`src/rtl/pipe_hazard_ctrl.sv`:
```
// Hazard/forwarding controller beside ID: RAW load-use/no-forward stalls, redirect flushes, EX operand selects.
// Latency: strobes are combinational on ID inputs; forwarding selects and the scoreboard update one edge later.
// Backpressure: enable=0 freezes every register and masks all strobes; redirect overrides stall.
module pipe_hazard_ctrl #(
    parameter int REG_ADDR_W       = 5,
    parameter int FWD_EN           = 1,
    parameter int RF_WRITE_THROUGH = 1,
    parameter int CNT_W            = 16
) (
    input  logic                  clk,
    input  logic                  arst,
    input  logic                  enable,
    input  logic                  id_valid,
    input  logic [REG_ADDR_W-1:0] id_rs,
    input  logic [REG_ADDR_W-1:0] id_rt,
    input  logic                  id_uses_rs,
    input  logic                  id_uses_rt,
    input  logic                  id_reg_write,
    input  logic                  id_mem_read,
    input  logic [REG_ADDR_W-1:0] id_waddr,
    input  logic                  redirect,
    input  logic                  stall_cnt_clr,
    output logic                  stall_if_id,
    output logic                  flush_if_id,
    output logic                  flush_id_ex,
    output logic                  flush_ex_mem,
    output logic [1:0]            fwd_a_sel,
    output logic [1:0]            fwd_b_sel,
    output logic [CNT_W-1:0]      stall_cnt
);

    typedef struct packed {
        logic                  vld;
        logic                  reg_write;
        logic                  mem_read;
        logic [REG_ADDR_W-1:0] waddr;
    } sb_ent_t;

    sb_ent_t ex_q, ex_d, mem_q, mem_d, wb_q, wb_d;
    logic [1:0] fwd_a_q, fwd_a_d, fwd_b_q, fwd_b_d;
    logic [CNT_W-1:0] cnt_q, cnt_d;

    logic       haz_a, haz_b, stall_raw, live;
    logic [1:0] sel_a, sel_b;

    // Returns {stall_request, select} for one source operand.
    function automatic logic [2:0] src_eval(
        input logic                  use_src,
        input logic                  vld_id,
        input logic [REG_ADDR_W-1:0] addr,
        input sb_ent_t               ex,
        input sb_ent_t               mem,
        input sb_ent_t               wb
    );
        logic       m_ex, m_mem, m_wb, hz;
        logic [1:0] sel;
        m_ex  = use_src & vld_id & ex.vld  & ex.reg_write  & (ex.waddr  != '0) & (ex.waddr  == addr);
        m_mem = use_src & vld_id & mem.vld & mem.reg_write & (mem.waddr != '0) & (mem.waddr == addr);
        m_wb  = use_src & vld_id & wb.vld  & wb.reg_write  & (wb.waddr  != '0) & (wb.waddr  == addr);
        hz    = 1'b0;
        sel   = 2'd0;
        if (FWD_EN != 0) begin
            if (m_ex) begin
                if (ex.mem_read) hz  = 1'b1;
                else             sel = 2'd1;
            end else if (m_mem) begin
                sel = 2'd2;
            end else if (m_wb && (RF_WRITE_THROUGH == 0)) begin
                hz = 1'b1;
            end
        end else begin
            hz = m_ex | m_mem | (m_wb & (RF_WRITE_THROUGH == 0));
        end
        return {hz, sel};
    endfunction

    always_comb begin
        {haz_a, sel_a} = src_eval(id_uses_rs, id_valid, id_rs, ex_q, mem_q, wb_q);
        {haz_b, sel_b} = src_eval(id_uses_rt, id_valid, id_rt, ex_q, mem_q, wb_q);
        stall_raw = (haz_a | haz_b) & ~redirect;
        live      = enable & ~arst;

        stall_if_id  = live & stall_raw;
        flush_if_id  = live & redirect;
        flush_ex_mem = live & redirect;
        flush_id_ex  = live & (stall_raw | redirect);

        ex_d    = ex_q;
        mem_d   = mem_q;
        wb_d    = wb_q;
        fwd_a_d = fwd_a_q;
        fwd_b_d = fwd_b_q;
        cnt_d   = cnt_q;

        if (enable) begin
            wb_d = mem_q;
            if (redirect) begin
                ex_d  = '0;
                mem_d = '0;
            end else if (stall_raw) begin
                ex_d  = '0;
                mem_d = ex_q;
            end else begin
                ex_d  = '{vld: id_valid, reg_write: id_reg_write, mem_read: id_mem_read, waddr: id_waddr};
                mem_d = ex_q;
            end
            // A bubble entering EX must not pull a forwarded operand.
            fwd_a_d = (stall_raw | redirect) ? 2'd0 : sel_a;
            fwd_b_d = (stall_raw | redirect) ? 2'd0 : sel_b;
        end

        if (stall_cnt_clr) begin
            cnt_d = '0;
        end else if (enable && stall_raw && (cnt_q != {CNT_W{1'b1}})) begin
            cnt_d = cnt_q + CNT_W'(1);
        end
    end

    always_ff @(posedge clk or posedge arst) begin
        if (arst) begin
            ex_q    <= '0;
            mem_q   <= '0;
            wb_q    <= '0;
            fwd_a_q <= 2'd0;
            fwd_b_q <= 2'd0;
            cnt_q   <= '0;
        end else begin
            ex_q    <= ex_d;
            mem_q   <= mem_d;
            wb_q    <= wb_d;
            fwd_a_q <= fwd_a_d;
            fwd_b_q <= fwd_b_d;
            cnt_q   <= cnt_d;
        end
    end

    assign fwd_a_sel = fwd_a_q;
    assign fwd_b_sel = fwd_b_q;
    assign stall_cnt = cnt_q;

endmodule

```
`config.mk`:
```
export PLATFORM = sky130hd
export DESIGN_NAME = pipe_hazard_ctrl
export DESIGN_NICKNAME = d
export VERILOG_FILES = /design/src/rtl/pipe_hazard_ctrl.sv
export SDC_FILE = /design/constraint.sdc
export NUM_CORES = 1
export LEC_CHECK = 0
export BUFFER_PORTS_ARGS = -buffer_cell sky130_fd_sc_hd__buf_2
export CAP_MARGIN = 20
export CORE_MARGIN = 2
export CORE_UTILIZATION = 35
export CTS_BUF_LIST = sky130_fd_sc_hd__clkbuf_16
export DETAILED_ROUTE_END_ITERATION = 7
export GPL_ROUTABILITY_DRIVEN = 0
export SKIP_LAST_GASP = 1
export SLEW_MARGIN = 20
export SYNTH_ARGS = -nofsm -noshare
export SYNTH_HDL_FRONTEND = slang
export SYNTH_SLANG_ARGS = --single-unit
```
`constraint.sdc`:
```
create_clock -name clk -period 2.6 [get_ports clk]
set_input_delay 0 -clock clk [delete_from_list [all_inputs] [get_ports clk]]
set_output_delay 0 -clock clk [all_outputs]
set_load 0.005 [all_outputs]
```
After elaboration in Yosys (flattened, before gate mapping)
Cells that the tools add are included.
{ "totals": {"wordCells": 63, "output_inout_bits": 24, "input_bits": 25, "reg_bits": 35} }
{ "classes": {"muxes": 15, "bitwise": 27, "n_eq_ne": 5, "n_addsub": 1, "n_reduce_logical": 5} }
{ "op_table": {"columns": ["operator", "count"], "rows": [
  ["$mux W16", 2],
  ["$mux W8", 3],
  ["$and A1 B1 Y1", 23],
  ["$eq A5 B5 Y1", 4],
  ["$add A16 B1 Y16 const B", 1],
  ["$ne A16 B16 Y1 const B", 1],
  ["$mux W2", 6],
  ["$reduce_bool A5 Y1", 2],
  ["$mux W1", 4],
  ["$logic_and A1 B1 Y1", 2],
  ["$not A1 Y1", 2],
  ["$or A1 B1 Y1", 2],
  ["$reduce_bool A2 Y1", 1]
]} }

Logic depth before layout (Yosys ltp)
{ "depth": {"ltp_word": 12, "depth_mapped": 9, "depth_no_buf": 7} }

Worst setup path before layout
OpenSTA, ideal clock, no wires.
{ "synth_path": {"path_type": "reg-to-reg", "startpoint": "register ex_q[3] (netlist name)", "endpoint": "register cnt_q[1] (netlist: stall_cnt[1])", "setup_ns": 0.132, "arrival_ns": 1.968, "n_path_buf": 2, "synth_period_minus_slack_ns": 2.100, "setup_slack_ns": 0.500, "stages_incl_launch_ff": 9, "required_time_ns": 2.468, "path_cell_list": "dfrtp_1 or4_4 o211ai_4 nor4_4 o211ai_2 buf_4 buf_6 mux2i_1 nor2_1"} }
{ "synth_via": {"elab_chain_len": 9, "elab_cells_between_ends": 14, "classes_between": "2 x eq/ne; 2 x mux; 6 x bitwise; 4 x reduce/logical"} }
{ "synth_lines": {"columns": ["element", "line", "text"], "rows": [
  ["start: declaration", "39", "sb_ent_t ex_q, ex_d, mem_q, mem_d, wb_q, wb_d;"],
  ["start signal: assignment", "121", "ex_q <= '0;"],
  ["start signal: assignment", "128", "ex_q <= ex_d;"],
  ["$reduce_bool A5 Y1", "57", "m_ex = use_src & vld_id & ex.vld & ex.reg_write & (ex.waddr != '0) & (ex.waddr == addr);"],
  ["$and A1 B1 Y1 (2 in a row)", "57", null],
  ["$mux W1", "63", "if (m_ex) begin"],
  ["$or A1 B1 Y1 (*)", "80", "stall_raw = (haz_a | haz_b) & ~redirect;"],
  ["$and A1 B1 Y1 (*)", "80", null],
  ["$logic_and A1 B1 Y1 (*) (2 in a row)", "114", "end else if (enable && stall_raw && (cnt_q != {CNT_W{1'b1}})) begin"],
  ["$reduce_bool A2 Y1 (no line) (*)", null, null],
  ["end signal: assignment", "133", "cnt_q <= cnt_d;"],
  ["end: declaration", "41", "logic [CNT_W-1:0] cnt_q, cnt_d;"]
]} }
Mark *: on every way between the ends. The rest lies on a longest branch, timed or not.
A chain may end at the register's enable or synchronous reset.

Worst setup path after layout
{ "layout_path": {"startpoint": "register cnt_q[0] (netlist: stall_cnt[0])", "endpoint": "register cnt_q[14] (netlist: stall_cnt[14])"} }
{ "layout_via": {"elab_chain_len": 3, "elab_cells_between_ends": 6, "classes_between": "1 x add/sub; 1 x eq/ne; 2 x mux; 2 x reduce/logical"} }
{ "layout_lines": {"columns": ["element", "line"], "rows": [
  ["$add A16 B1 Y16 or $ne A16 B16 Y1 (tied branches)", "115, 114"],
  ["$mux W16 or $logic_and A1 B1 Y1 (tied branches)", "114"],
  ["$mux W16 or $reduce_bool A2 Y1 (tied branches)", null]
]} }
Parallel ways exist; a longest one is shown, timed or not. The select of a mux whose other input is x is not followed.

==> metrics <==
num rows 26; H-tree level count 2; Congestion Overflow GR 0; CTS tree yes; die span in x 77.6 µm; Post-Synthesis Cells 192; post-synth top area cell dfrtp_1; TritonRoute pass-1 iters 4; layout cell share with drive strength beyond 1 0.254; Diodes inserted 0; Final Max Slew Viols 0; area of the core 5170 µm²; Die Ht 77.6 µm; Starting Density 0.367; kind of critical path register to register; Synth Warn # 0; VDD IR-drop max 0.277 mV; syn nets 218; synthesized cell area 1900 µm²; Worst-Skew Late Latency 280 ps; CP arrival 2430 ps; EDFF count, synth 0; Crit. End Element register; Clock power frac 0.438; drc violations 0; Final Hold Viols 0; Synth-to-Final Area Change 29.1%; status complete, no violations; CP Max Fanout 30; RSZ-0062 raised after global routing no; worst-margin pin slew 753 ps; Pint approximately 1000 µW; share of total power in sequential cells 0.455; Vias/cell 5.03; vias 1621; FF+latch count, synth 35; Clock Path Buffers 2; largest net degree at the start of global routing 31; post-DP HPWL 3330 µm; Lkg Pwr 0.00108 µW; Final Cell Area 2450 µm²; CTS buffer count 5; drt wl/cell ~14 µm; switch share 0.241; Req. time, crit path 2800 ps; final setup vio count 0; post-synthesis sequential area ratio 0.462; min cycle time layout 2230 ps; slowest CP cell or4_1; antenna violations before repair 0; DRT antenna net count 0; Num Clock Sinks 35; port bufs 48; crit start category register; Mean Syn Cell Area about 10 µm²; Unique masters post-synth 35; TNS Setup 0 ps; fmax around 450 MHz; first-iteration detailed-routing DRC count 53; global-route usage over all layers 0.153; Final period util 0.859; die area 6020 µm²; CP Cell Sequence ha_1, nand3_1, nor2_1, a31oi_1, o211ai_2, buf_12, or4_1, a21oi_1; Final Skew 2.62 ps; post-CTS setup buffers 0; vias in the first global route 1504; Max Cap Viol 0; top cell type's share of synthesized area 0.462; Comb power frac 0.107; NumNets Final 277; CP delay by family, top simple AND/OR/NAND/NOR gates; Boundary Pins 49; ranking of synthesized cells by area dfrtp_1 46%, xnor2_1 7.4%, a22o_1 4.6%, a21oi_1 3.7%, or3_1 3.3%; HP Class input port to register; CP bufs+invs 1; first-pass GRT wire length 7310 µm; Worst-path clk slew 50 ps; CTS root buf clkbuf_16; max incr delay on CP 490 ps; placed cell areas 2210 µm²; power density cells 527 nW/µm²; WL final about 4400 µm; slew margin rel. 0.498; ys async rst share 1.00; sw power about 310 µW; top_reg_cell synth dfrtp_1
==> placed cells by master, fill, tap and decap left out, types with 2 or more instances in the layout <==
master and n:
nor3_1 3, xor2_1 5, nand2_1 15, inv_1 11, xnor2_1 16, clkinv_2 3, buf_4 2, nand4_1 7
or4_1 7, o22ai_1 2, nand3_1 6, buf_2 48, o21ai_0 5, dlygate4sd3_1 10, a22o_1 10, nor4_4 2
or3_1 10, o21ai_1 9, clkbuf_16 5, a21oi_1 14, nor2_1 7, o2bb2ai_1 3, dfrtp_1 35, o31ai_1 5
==> Yosys cell counts, types with 5 or more instances <==
cell type / count
or4_1: 7
nor2_1: 7
o21ai_1: 9
xor2_1: 5
nand3_1: 6
o31ai_1: 5
xnor2_1: 16
nand2_1: 15
a21oi_1: 14
a22o_1: 10
dfrtp_1: 35
inv_1: 11
nand4_1: 7
o21ai_0: 5
or3_1: 10
==> final cells by class <==
type,count,area (µm²)
clock inverters,3,15.0
flip-flops and latches,35,876
well taps,70,87.6
inverters,11,41.3
repair buffers,61,375
multi-input cells,137,928
fillers,518,2720
clock buffers,5,125
==> power by group through the flow <==
stage                     Sequential [µW]  Clock [µW]  Combinational [µW]
after CTS                             586         577                 140
after global routing                  589         609                 153
final                                 586         565                 138
after global placement                595           0                 128
after floorplan                       589           0                84.6
after detailed placement              595           0                 128
==> worst min-delay path: stages <==
cell and delay, ps:
buf_2 180, nand2_1 80, o22ai_1 50
==> registers in the layout, indices dropped and copies added, names as in the netlist <==
| signal | cells |
|---|---|
| mem_q | 7 |
| ex_q | 8 |
| fwd_b_sel | 2 |
| fwd_a_sel | 2 |
| stall_cnt | 16 |
==> metal layers <==
layer	track usage	part of all wire	vias up	wire, µm
li1	-	-	823	-
met1	0.212	0.50	754	2200
met2	0.233	0.45	37	2010
met3	0.0291	0.037	7	164
met4	0.0643	0.017	0	74
met5	0	0	-	0
==> cell families (layout without fill, tap and decap cells) <==
| kind of cell | count (synthesis) | count (layout) | share of synthesized area |
|---|---|---|---|
| buffers and inverters | 20 | 80 | 0.0488 |
| multiplexers | 1 | 1 | 0.00528 |
| AO/OA/AOI/OAI | 53 | 53 | 0.190 |
| AND/OR/NAND/NOR | 61 | 61 | 0.191 |
| flip-flops | 35 | 35 | 0.462 |
| adder cells (fa/ha/maj) | 1 | 1 | 0.00660 |
| XOR/XNOR | 21 | 21 | 0.0970 |
==> timing repair <==
action	4_1_cts	5_1_grt
hold buffers	10	0
gates resized for setup	0	0
hold endpoints to repair	30	0
==> worst paths after layout <==
check / from / to / slack, ps / depth (start not counted)
min in group asynchronous: arst / mem_q[7] / 450 / 3
min reg2reg: fwd_b_sel[1] / fwd_b_sel[1] / 490 / 1
max: stall_cnt[0] / stall_cnt[14] / 370 / 8
max reg2reg: stall_cnt[0] / stall_cnt[14] / 370 / 8
max in group asynchronous: arst / ex_q[1] / 1450 / 4
min: enable / mem_q[7] / 80 / 3
==> through the flow <==
step / worst slack [ps] / utilization / power, µW / hold slack, ps / instances
after floorplan: 500 / - / 674 / 33.9 / 192
after global placement: 404 / 0.427 / 722 / 208 / 304
after detailed placement: 359 / 0.427 / 723 / 208 / 304
after CTS: 349 / 0.473 / 1300 / 70.3 / 322
after global routing: 189 / 0.473 / 1350 / 95.3 / 322
final: 365 / 0.473 / 1290 / 77.6 / 322
Power figures use the tool's default switching activity.
